--- src/rtl/gf_chisq_pkg.sv ---
// Shared types and helpers for the multi-lane chi-square accumulator.
// No ports: it provides the track-state enum, clog2, the accumulator width,
// the saturation fill value and the lane-slice index helper.
package gf_chisq_pkg;

    typedef enum logic {
        TRK_IDLE = 1'b0,
        TRK_OPEN = 1'b1
    } trk_state_t;

    function automatic int clog2(input int v);
        int r;
        r = 0;
        for (int i = 0; i < 31; i++)
            if ((1 << i) < v) r = i + 1;
        return r;
    endfunction

    // Holds MAXTERMS full-scale squares without wrapping.
    function automatic int acc_width(input int pw, input int cntw);
        return 2 * pw + cntw;
    endfunction

    function automatic logic [63:0] sat_ones(input int bits);
        return (bits >= 64) ? {64{1'b1}} : ((64'd1 << bits) - 64'd1);
    endfunction

    function automatic int lane_lo(input int lane, input int w);
        return lane * w;
    endfunction

endpackage

--- src/rtl/dsp_chisq_accum_multi_if.sv ---
// Bus bundle of the chi-square accumulator: residual input with framing
// and result output. master drives the inputs; slave is the accumulator.
interface dsp_chisq_accum_multi_if #(
    parameter int NCHAN          = 4,
    parameter int PARAMETERWIDTH = 15,
    parameter int CHISQBITS      = 32,
    parameter int CNTW           = 5
);
    logic [NCHAN*PARAMETERWIDTH-1:0] CHI_IN;
    logic                            VALID_IN;
    logic                            FIRST_IN;
    logic                            LAST_IN;
    logic [NCHAN*CHISQBITS-1:0]      CHISQ_OUT;
    logic                            VALID_OUT;
    logic [NCHAN-1:0]                OVERFLOW_OUT;
    logic [CNTW-1:0]                 NTERMS_OUT;
    logic                            FRAME_ERR_OUT;

    modport master (
        output CHI_IN, VALID_IN, FIRST_IN, LAST_IN,
        input  CHISQ_OUT, VALID_OUT, OVERFLOW_OUT,
        input  NTERMS_OUT, FRAME_ERR_OUT
    );

    modport slave (
        input  CHI_IN, VALID_IN, FIRST_IN, LAST_IN,
        output CHISQ_OUT, VALID_OUT, OVERFLOW_OUT,
        output NTERMS_OUT, FRAME_ERR_OUT
    );
endinterface

--- src/rtl/chisq_lane.sv ---
// One lane: S1 data register, S2 square, S3 accumulator, sticky overflow and
// scaled/saturated output. Ports: clk, rst_n, chi (raw residual), strobes
// load/add/mark_full/emit from the parent, chisq and ovf result registers.
module chisq_lane
    import gf_chisq_pkg::*;
#(
    parameter int PW        = 15,
    parameter int CHISQBITS = 32,
    parameter int SHIFT     = 15,
    parameter int ACCW      = 35
) (
    input  logic                 clk,
    input  logic                 rst_n,
    input  logic [PW-1:0]        chi,
    input  logic                 load,
    input  logic                 add,
    input  logic                 mark_full,
    input  logic                 emit,
    output logic [CHISQBITS-1:0] chisq,
    output logic                 ovf
);
    localparam int SQW = 2 * PW - 1;
    localparam int RW  = ACCW - SHIFT;
    // At least one bit above CHISQBITS so the range test is always legal.
    localparam int EW  = (RW > CHISQBITS) ? RW : CHISQBITS + 1;
    localparam logic [CHISQBITS-1:0] SAT = CHISQBITS'(sat_ones(CHISQBITS));

    logic [PW-1:0]   chi_s1;
    logic [2*PW-1:0] ext;
    logic [SQW-1:0]  sq;
    logic [SQW-1:0]  sq_s2;
    logic [ACCW-1:0] acc;
    logic [ACCW-1:0] acc_next;
    logic            sticky;
    logic            sticky_next;
    logic [EW-1:0]   raw;
    logic            too_big;
    logic            sat;

    // Low 2*PW-1 product bits are exact, including (-2^(PW-1))^2.
    assign ext = {{PW{chi_s1[PW-1]}}, chi_s1};
    assign sq  = SQW'(ext * ext);

    always_comb begin
        acc_next    = acc;
        sticky_next = sticky;
        unique case (1'b1)
            load: begin
                acc_next    = ACCW'(sq_s2);
                sticky_next = 1'b0;
            end
            add:       acc_next    = acc + ACCW'(sq_s2);
            mark_full: sticky_next = 1'b1;
            default: ;
        endcase
    end

    assign raw     = EW'(acc_next >> SHIFT);
    assign too_big = (raw >> CHISQBITS) != '0;
    assign sat     = too_big | sticky_next;

    always_ff @(posedge clk or negedge rst_n) begin
        if (!rst_n) begin
            chi_s1 <= '0;
            sq_s2  <= '0;
            acc    <= '0;
            sticky <= 1'b0;
            chisq  <= '0;
            ovf    <= 1'b0;
        end else begin
            chi_s1 <= chi;
            sq_s2  <= sq;
            acc    <= acc_next;
            sticky <= sticky_next;
            if (emit) begin
                chisq <= sat ? SAT : raw[CHISQBITS-1:0];
                ovf   <= sat;
            end
        end
    end
endmodule

--- src/rtl/dsp_chisq_accum_multi.sv ---
// Multi-lane chi-square accumulator over FIRST/LAST framed tracks.
// Ports: CLK_IN, RESET_N (async, active low), bus (slave: CHI_IN, VALID_IN,
// FIRST_IN, LAST_IN in; CHISQ_OUT, VALID_OUT, OVERFLOW_OUT, NTERMS_OUT,
// FRAME_ERR_OUT out). Top owns control pipe, track FSM, counter, framing.
module dsp_chisq_accum_multi
    import gf_chisq_pkg::*;
#(
    parameter int NCHAN          = 4,
    parameter int PARAMETERWIDTH = 15,
    parameter int CHISQBITS      = 32,
    parameter int SHIFT          = 15,
    parameter int MAXTERMS       = 16
) (
    input logic CLK_IN,
    input logic RESET_N,
    dsp_chisq_accum_multi_if.slave bus
);
    localparam int PW   = PARAMETERWIDTH;
    localparam int CNTW = clog2(MAXTERMS + 1);
    localparam int ACCW = acc_width(PW, CNTW);
    localparam logic [CNTW-1:0] MAXCNT = CNTW'(MAXTERMS);

    logic v1, f1, l1;
    logic v2, f2, l2;
    trk_state_t state, state_next;
    logic [CNTW-1:0] cnt, cnt_next;
    logic open, start, cont, full;
    logic load, add, mark_full, emit, ferr;
    logic [CHISQBITS-1:0] chisq [NCHAN];
    logic                 ovf   [NCHAN];

    always_ff @(posedge CLK_IN or negedge RESET_N) begin
        if (!RESET_N) begin
            {v1, f1, l1} <= '0;
            {v2, f2, l2} <= '0;
        end else begin
            v1 <= bus.VALID_IN;
            f1 <= bus.VALID_IN & bus.FIRST_IN;
            l1 <= bus.VALID_IN & bus.LAST_IN;
            {v2, f2, l2} <= {v1, f1, l1};
        end
    end

    always_ff @(posedge CLK_IN or negedge RESET_N) begin
        if (!RESET_N) state <= TRK_IDLE;
        else          state <= state_next;
    end

    always_comb begin
        state_next = state;
        if (v2 && f2)
            state_next = l2 ? TRK_IDLE : TRK_OPEN;
        else if (v2 && l2 && state == TRK_OPEN)
            state_next = TRK_IDLE;
    end

    // FIRST always restarts; a non-FIRST term only counts inside a track.
    always_comb begin
        open      = (state == TRK_OPEN);
        start     = v2 & f2;
        cont      = v2 & ~f2 & open;
        full      = (cnt == MAXCNT);
        load      = start;
        add       = cont & ~full;
        mark_full = cont & full;
        emit      = v2 & l2 & (f2 | open);
        ferr      = v2 & (f2 ? open : ~open);
        cnt_next  = cnt;
        if (load)     cnt_next = CNTW'(1);
        else if (add) cnt_next = cnt + CNTW'(1);
    end

    always_ff @(posedge CLK_IN or negedge RESET_N) begin
        if (!RESET_N) begin
            cnt               <= '0;
            bus.VALID_OUT     <= 1'b0;
            bus.FRAME_ERR_OUT <= 1'b0;
            bus.NTERMS_OUT    <= '0;
        end else begin
            cnt               <= cnt_next;
            bus.VALID_OUT     <= emit;
            bus.FRAME_ERR_OUT <= ferr;
            if (emit) bus.NTERMS_OUT <= cnt_next;
        end
    end

    for (genvar g = 0; g < NCHAN; g++) begin : g_lane
        chisq_lane #(
            .PW        (PW),
            .CHISQBITS (CHISQBITS),
            .SHIFT     (SHIFT),
            .ACCW      (ACCW)
        ) u_lane (
            .clk       (CLK_IN),
            .rst_n     (RESET_N),
            .chi       (bus.CHI_IN[lane_lo(g, PW) +: PW]),
            .load      (load),
            .add       (add),
            .mark_full (mark_full),
            .emit      (emit),
            .chisq     (chisq[g]),
            .ovf       (ovf[g])
        );
    end

    always_comb begin
        bus.CHISQ_OUT    = '0;
        bus.OVERFLOW_OUT = '0;
        for (int i = 0; i < NCHAN; i++) begin
            bus.CHISQ_OUT[lane_lo(i, CHISQBITS) +: CHISQBITS] = chisq[i];
            bus.OVERFLOW_OUT[i] = ovf[i];
        end
    end
endmodule

--- src/flat_wrapper.sv ---
// flat-port wrapper written by rule: the top's interface ports become plain ports
module dsp_chisq_accum_multi_flat import gf_chisq_pkg::*;
#(
    parameter int NCHAN          = 4,
    parameter int PARAMETERWIDTH = 15,
    parameter int CHISQBITS      = 32,
    parameter int SHIFT          = 15,
    parameter int MAXTERMS       = 16
)
  (CLK_IN, RESET_N, bus_CHI_IN, bus_VALID_IN, bus_FIRST_IN, bus_LAST_IN, bus_CHISQ_OUT, bus_VALID_OUT, bus_OVERFLOW_OUT, bus_NTERMS_OUT, bus_FRAME_ERR_OUT);
  dsp_chisq_accum_multi_if #(.NCHAN(NCHAN), .PARAMETERWIDTH(PARAMETERWIDTH), .CHISQBITS(CHISQBITS), .CNTW((5))) bus_i ();
  input logic CLK_IN;
  input logic RESET_N;
  input wire logic [$bits(bus_i.CHI_IN)-1:0] bus_CHI_IN;
  input wire logic [$bits(bus_i.VALID_IN)-1:0] bus_VALID_IN;
  input wire logic [$bits(bus_i.FIRST_IN)-1:0] bus_FIRST_IN;
  input wire logic [$bits(bus_i.LAST_IN)-1:0] bus_LAST_IN;
  output wire logic [$bits(bus_i.CHISQ_OUT)-1:0] bus_CHISQ_OUT;
  output wire logic [$bits(bus_i.VALID_OUT)-1:0] bus_VALID_OUT;
  output wire logic [$bits(bus_i.OVERFLOW_OUT)-1:0] bus_OVERFLOW_OUT;
  output wire logic [$bits(bus_i.NTERMS_OUT)-1:0] bus_NTERMS_OUT;
  output wire logic [$bits(bus_i.FRAME_ERR_OUT)-1:0] bus_FRAME_ERR_OUT;
  assign bus_i.CHI_IN = bus_CHI_IN;
  assign bus_i.VALID_IN = bus_VALID_IN;
  assign bus_i.FIRST_IN = bus_FIRST_IN;
  assign bus_i.LAST_IN = bus_LAST_IN;
  assign bus_CHISQ_OUT = bus_i.CHISQ_OUT;
  assign bus_VALID_OUT = bus_i.VALID_OUT;
  assign bus_OVERFLOW_OUT = bus_i.OVERFLOW_OUT;
  assign bus_NTERMS_OUT = bus_i.NTERMS_OUT;
  assign bus_FRAME_ERR_OUT = bus_i.FRAME_ERR_OUT;
  dsp_chisq_accum_multi #(.NCHAN(NCHAN), .PARAMETERWIDTH(PARAMETERWIDTH), .CHISQBITS(CHISQBITS), .SHIFT(SHIFT), .MAXTERMS(MAXTERMS)) u_core (.CLK_IN(CLK_IN), .RESET_N(RESET_N), .bus(bus_i));
endmodule
--- config.mk ---
export PLATFORM = sky130hd
export DESIGN_NAME = dsp_chisq_accum_multi_flat
export DESIGN_NICKNAME = d
export VERILOG_FILES = /design/src/rtl/gf_chisq_pkg.sv /design/src/rtl/dsp_chisq_accum_multi_if.sv /design/src/rtl/chisq_lane.sv /design/src/rtl/dsp_chisq_accum_multi.sv /design/src/flat_wrapper.sv
export SDC_FILE = /design/constraint.sdc
export NUM_CORES = 2
export LEC_CHECK = 0
export ABC_AREA = 1
export CAP_MARGIN = 5
export CORE_MARGIN = 2
export CORE_UTILIZATION = 45
export CTS_BUF_LIST = sky130_fd_sc_hd__clkbuf_16
export CTS_CLUSTER_DIAMETER = 200
export DETAILED_ROUTE_END_ITERATION = 16
export SLEW_MARGIN = 20
export SYNTH_ARGS = -nofsm -noshare
export SYNTH_HDL_FRONTEND = slang
export SYNTH_SLANG_ARGS = --single-unit
--- constraint.sdc ---
create_clock -name CLK_IN -period 6.6 [get_ports CLK_IN]
set_input_delay 0.99 -clock CLK_IN [delete_from_list [all_inputs] [get_ports CLK_IN]]
set_output_delay 0.99 -clock CLK_IN [all_outputs]
set_load 0.01 [all_outputs]
==> qor.txt <==
area of the core - 122,000 um2
crit-path max cell delay - 850 ps
Ys Warns - 0
Distinct cells, synth - 46
Least-Margin Pin Slew - 974 ps
commonest non-fill, non-tap cell in the layout - inv_1
Ports - 204
ys flop type - dfrtp_1
initial core utilization - 45.3%
outcome - completed
r2r startpoint - u_core.g_lane[1].u_lane.chi_s1[2]$_DFF_PN0_
Max Freq - 0.163 GHz
DR WL met3 - 6410 um
layout cell share with drive strength beyond 1 - 3.59%
Max Fanout on Critical Path - 13
gr usage total - 23.0%
Final Max Tran Viols - 0
Max Used Layer - met4
sequential element share of the synthesized area - 19.0%
placed cell area - 58,800 um2
detailed placer's ending HPWL - 115,000 um
post-route ant nets - 0
clock-pin slew on the worst setup and hold paths - 70 ps
Net Count, Synth - 8,444
Crit Path Class - register to register
Die Area - 126,000 um2
Final Setup Violations - 0
IO buf count - 203
most used cell, CP - fa_1
most frequent cells in the layout - inv_1 (1,930), nand2_1 (1,855), fa_1 (774)
chip width - 354 um
CP endpoint - u_core.g_lane[1].u_lane.sq_s2[27]$_DFF_PN0_
DRT Wirelength - 140,000 um
post-CTS sizing - 0
first-pass GRT wire length - 234,000 um
1st-iter DRT viols - 2,655
Startpoint Class - register
Post-Syn Area - 55,300 um2
Critical Path Sink Type - register
Max-cap violations - 0
Tcrit/Tclk final - 93.1%
CP required - 7170 ps
Data arrival, critical path - 6720 ps
gr ovfl total - 0
insertion delay to the later sink of the worst-skew pair - 680 ps
Post-CTS Hold Fix Bufs - 0
delay-heaviest family, CP - adder cells
TritonCTS Buffers - 55
number of synthesized register bits - 419
minimum clock period - 6150 ps
vias in the first global route - 45,500
RSZ-0062 raised after global routing - no
CTS tree - done
H-tree levels - 2
Avg Inst Size Synth - 7.72 um2
initial antenna violation count - 0
Layout Skew - 44.1 ps
worst-path cell chain - nand2_1 > inv_1 > fa_1 > fa_1 > inv_1 > fa_1 > inv_1 > fa_1 > inv_1 > fa_1 > fa_1 > inv_1 > ha_1 > nand2_1 > nor3_1 > nor3b_1 > o21ai_0 > nand3_1 > xor2_1
critical path's slowest cell - fa_1
post-synthesis cell count - 7,157
worst reg-to-reg path cell count - 19
Area growth syn-to-layout - 9.86%
clock tree root buffer cell - clkbuf_16
Setup TNS - 0 ps
setup bufs post-CTS - 0
Cell Rows - 128
number of flops mapped to enable cells by yosys - 0
wl on met1 - 66,100 um
HP Class - primary input to asynchronous set/reset pin
Crit. path cell count - 19
nets - 8,562
post-DR wirelength/cell - 15.6 um
clock tree buffer depth - 3
Die Y - 354 um
asr flop ratio synth - 100%
WP buf/inv - 5
Hold Violations, Final - 0
Reg2Reg Setup Slack - 450 ps
largest net degree at the start of global routing - 137
vias per cell - 4.84
r2r endpoint - u_core.g_lane[1].u_lane.sq_s2[27]$_DFF_PN0_
Residual DRC - 0
Via Count - 43,300
Design Area, Final - 60,700 um2
GP Congestion - 0.926
Worst Setup SP - u_core.g_lane[1].u_lane.chi_s1[2]$_DFF_PN0_
Slew HR - 35.1%
drt pass-1 iters - 6
Fill cells - 12,000
clock sinks - 419
met2 routed WL - 64,800 um
# diodes - 0
==> synthesized netlist by cell type (15+ instances only) <==
cell type | count | share of area, %
nor3_1 | 16 | 0.14
clkbuf_1 | 115 | 0.78
nand3_1 | 374 | 3.4
nand4_1 | 41 | 0.46
and2_1 | 31 | 0.35
fa_1 | 774 | 28
dfrtp_1 | 419 | 19
a21oi_1 | 240 | 2.2
nor2_1 | 318 | 2.2
xnor2_1 | 50 | 0.79
or2_2 | 70 | 0.79
inv_2 | 15 | 0.10
buf_4 | 53 | 0.72
inv_1 | 1927 | 13
o21bai_1 | 31 | 0.42
o21ai_0 | 102 | 0.92
a21o_1 | 15 | 0.20
ha_1 | 448 | 10
nand2_1 | 1855 | 13
buf_2 | 33 | 0.30
xor2_1 | 89 | 1.4
a22o_1 | 60 | 0.95
==> final cells by class <==
| cell class | count | area [um2] | share of cell area (%) |
|---|---|---|---|
| well taps | 1625 | 2030 | 3.35 |
| clock inverters | 46 | 495 | 0.816 |
| flip-flops and latches | 419 | 10500 | 17.3 |
| clock buffers | 55 | 1380 | 2.27 |
| repair buffers | 269 | 2580 | 4.25 |
| multi-input cells | 4586 | 36400 | 60.0 |
| inverters | 1944 | 7300 | 12.0 |
==> registers in the layout, summed over array words and instances, names as in the netlist, 4 cells and up <==
signal	cells
u_core.bus.NTERMS_OUT	5
u_core.cnt	5
u_core.g_lane.u_lane.acc	140
u_core.g_lane.u_lane.chi_s1	60
u_core.g_lane.u_lane.chisq	84
u_core.g_lane.u_lane.sq_s2	112
u_core.g_lane.u_lane.sticky	4
==> worst min path at each step <==
stage                                                        to  slack (ps)  depth (start not counted)                start
detailed placement                          u_core.v2$_DFF_PN0_         350                          0  u_core.v1$_DFF_PN0_
global placement                            u_core.l2$_DFF_PN0_         340                          0  u_core.l1$_DFF_PN0_
finish              u_core.g_lane[3].u_lane.sq_s2[28]$_DFF_PN0_         260                          1              RESET_N
floorplan                                   u_core.f2$_DFF_PN0_         330                          0  u_core.f1$_DFF_PN0_
CTS                 u_core.g_lane[3].u_lane.sq_s2[28]$_DFF_PN0_         240                          1              RESET_N
global route        u_core.g_lane[3].u_lane.sq_s2[28]$_DFF_PN0_         280                          1              RESET_N
==> layer usage <==
layer / GRT usage (%) / up-vias
met2: 38.1 / 869
met5: 0 / -
li1: - / 21300
met3: 2.65 / 156
met4: 4.42 / 0
met1: 32.7 / 21000
==> through the flow <==
stage	instances	hold WS, ps	setup WS, ps	utilization, %
after detailed placement	8843	346	487	48.3
after global routing	8944	277	22.7	49.8
after global placement	8843	340	555	48.3
after CTS	8944	243	460	49.8
after floorplan	7157	331	753	-
final	8944	264	453	49.8
==> worst reg2reg max path, cell delays in order, from the launching register on <==
cell,delay [ps]
dfrtp_1,720
nand2_1,100
inv_1,90
fa_1,550
fa_1,850
inv_1,210
fa_1,520
inv_1,60
fa_1,530
inv_1,50
fa_1,450
fa_1,490
inv_1,40
ha_1,370
nand2_1,140
nor3_1,240
nor3b_1,280
o21ai_0,130
nand3_1,110
xor2_1,140
==> cell families (layout without fill, tap and decap cells) <==
group,Yosys count,in the layout,share of synthesized area (%)
AOI/OAI and AO/OA,481,481,5.09
xor gates and xnor gates,139,139,2.20
adders and majority gates,1222,1222,38.2
buffers and inverters,2152,2314,15.1
DFF,419,419,19.0
muxes,2,2,0.0408
and+or+nand+nor,2742,2742,20.4
Power is left out: the tool's default activity adds up to more than one toggle a clock period on the data nets, which glitch-free logic cannot reach.
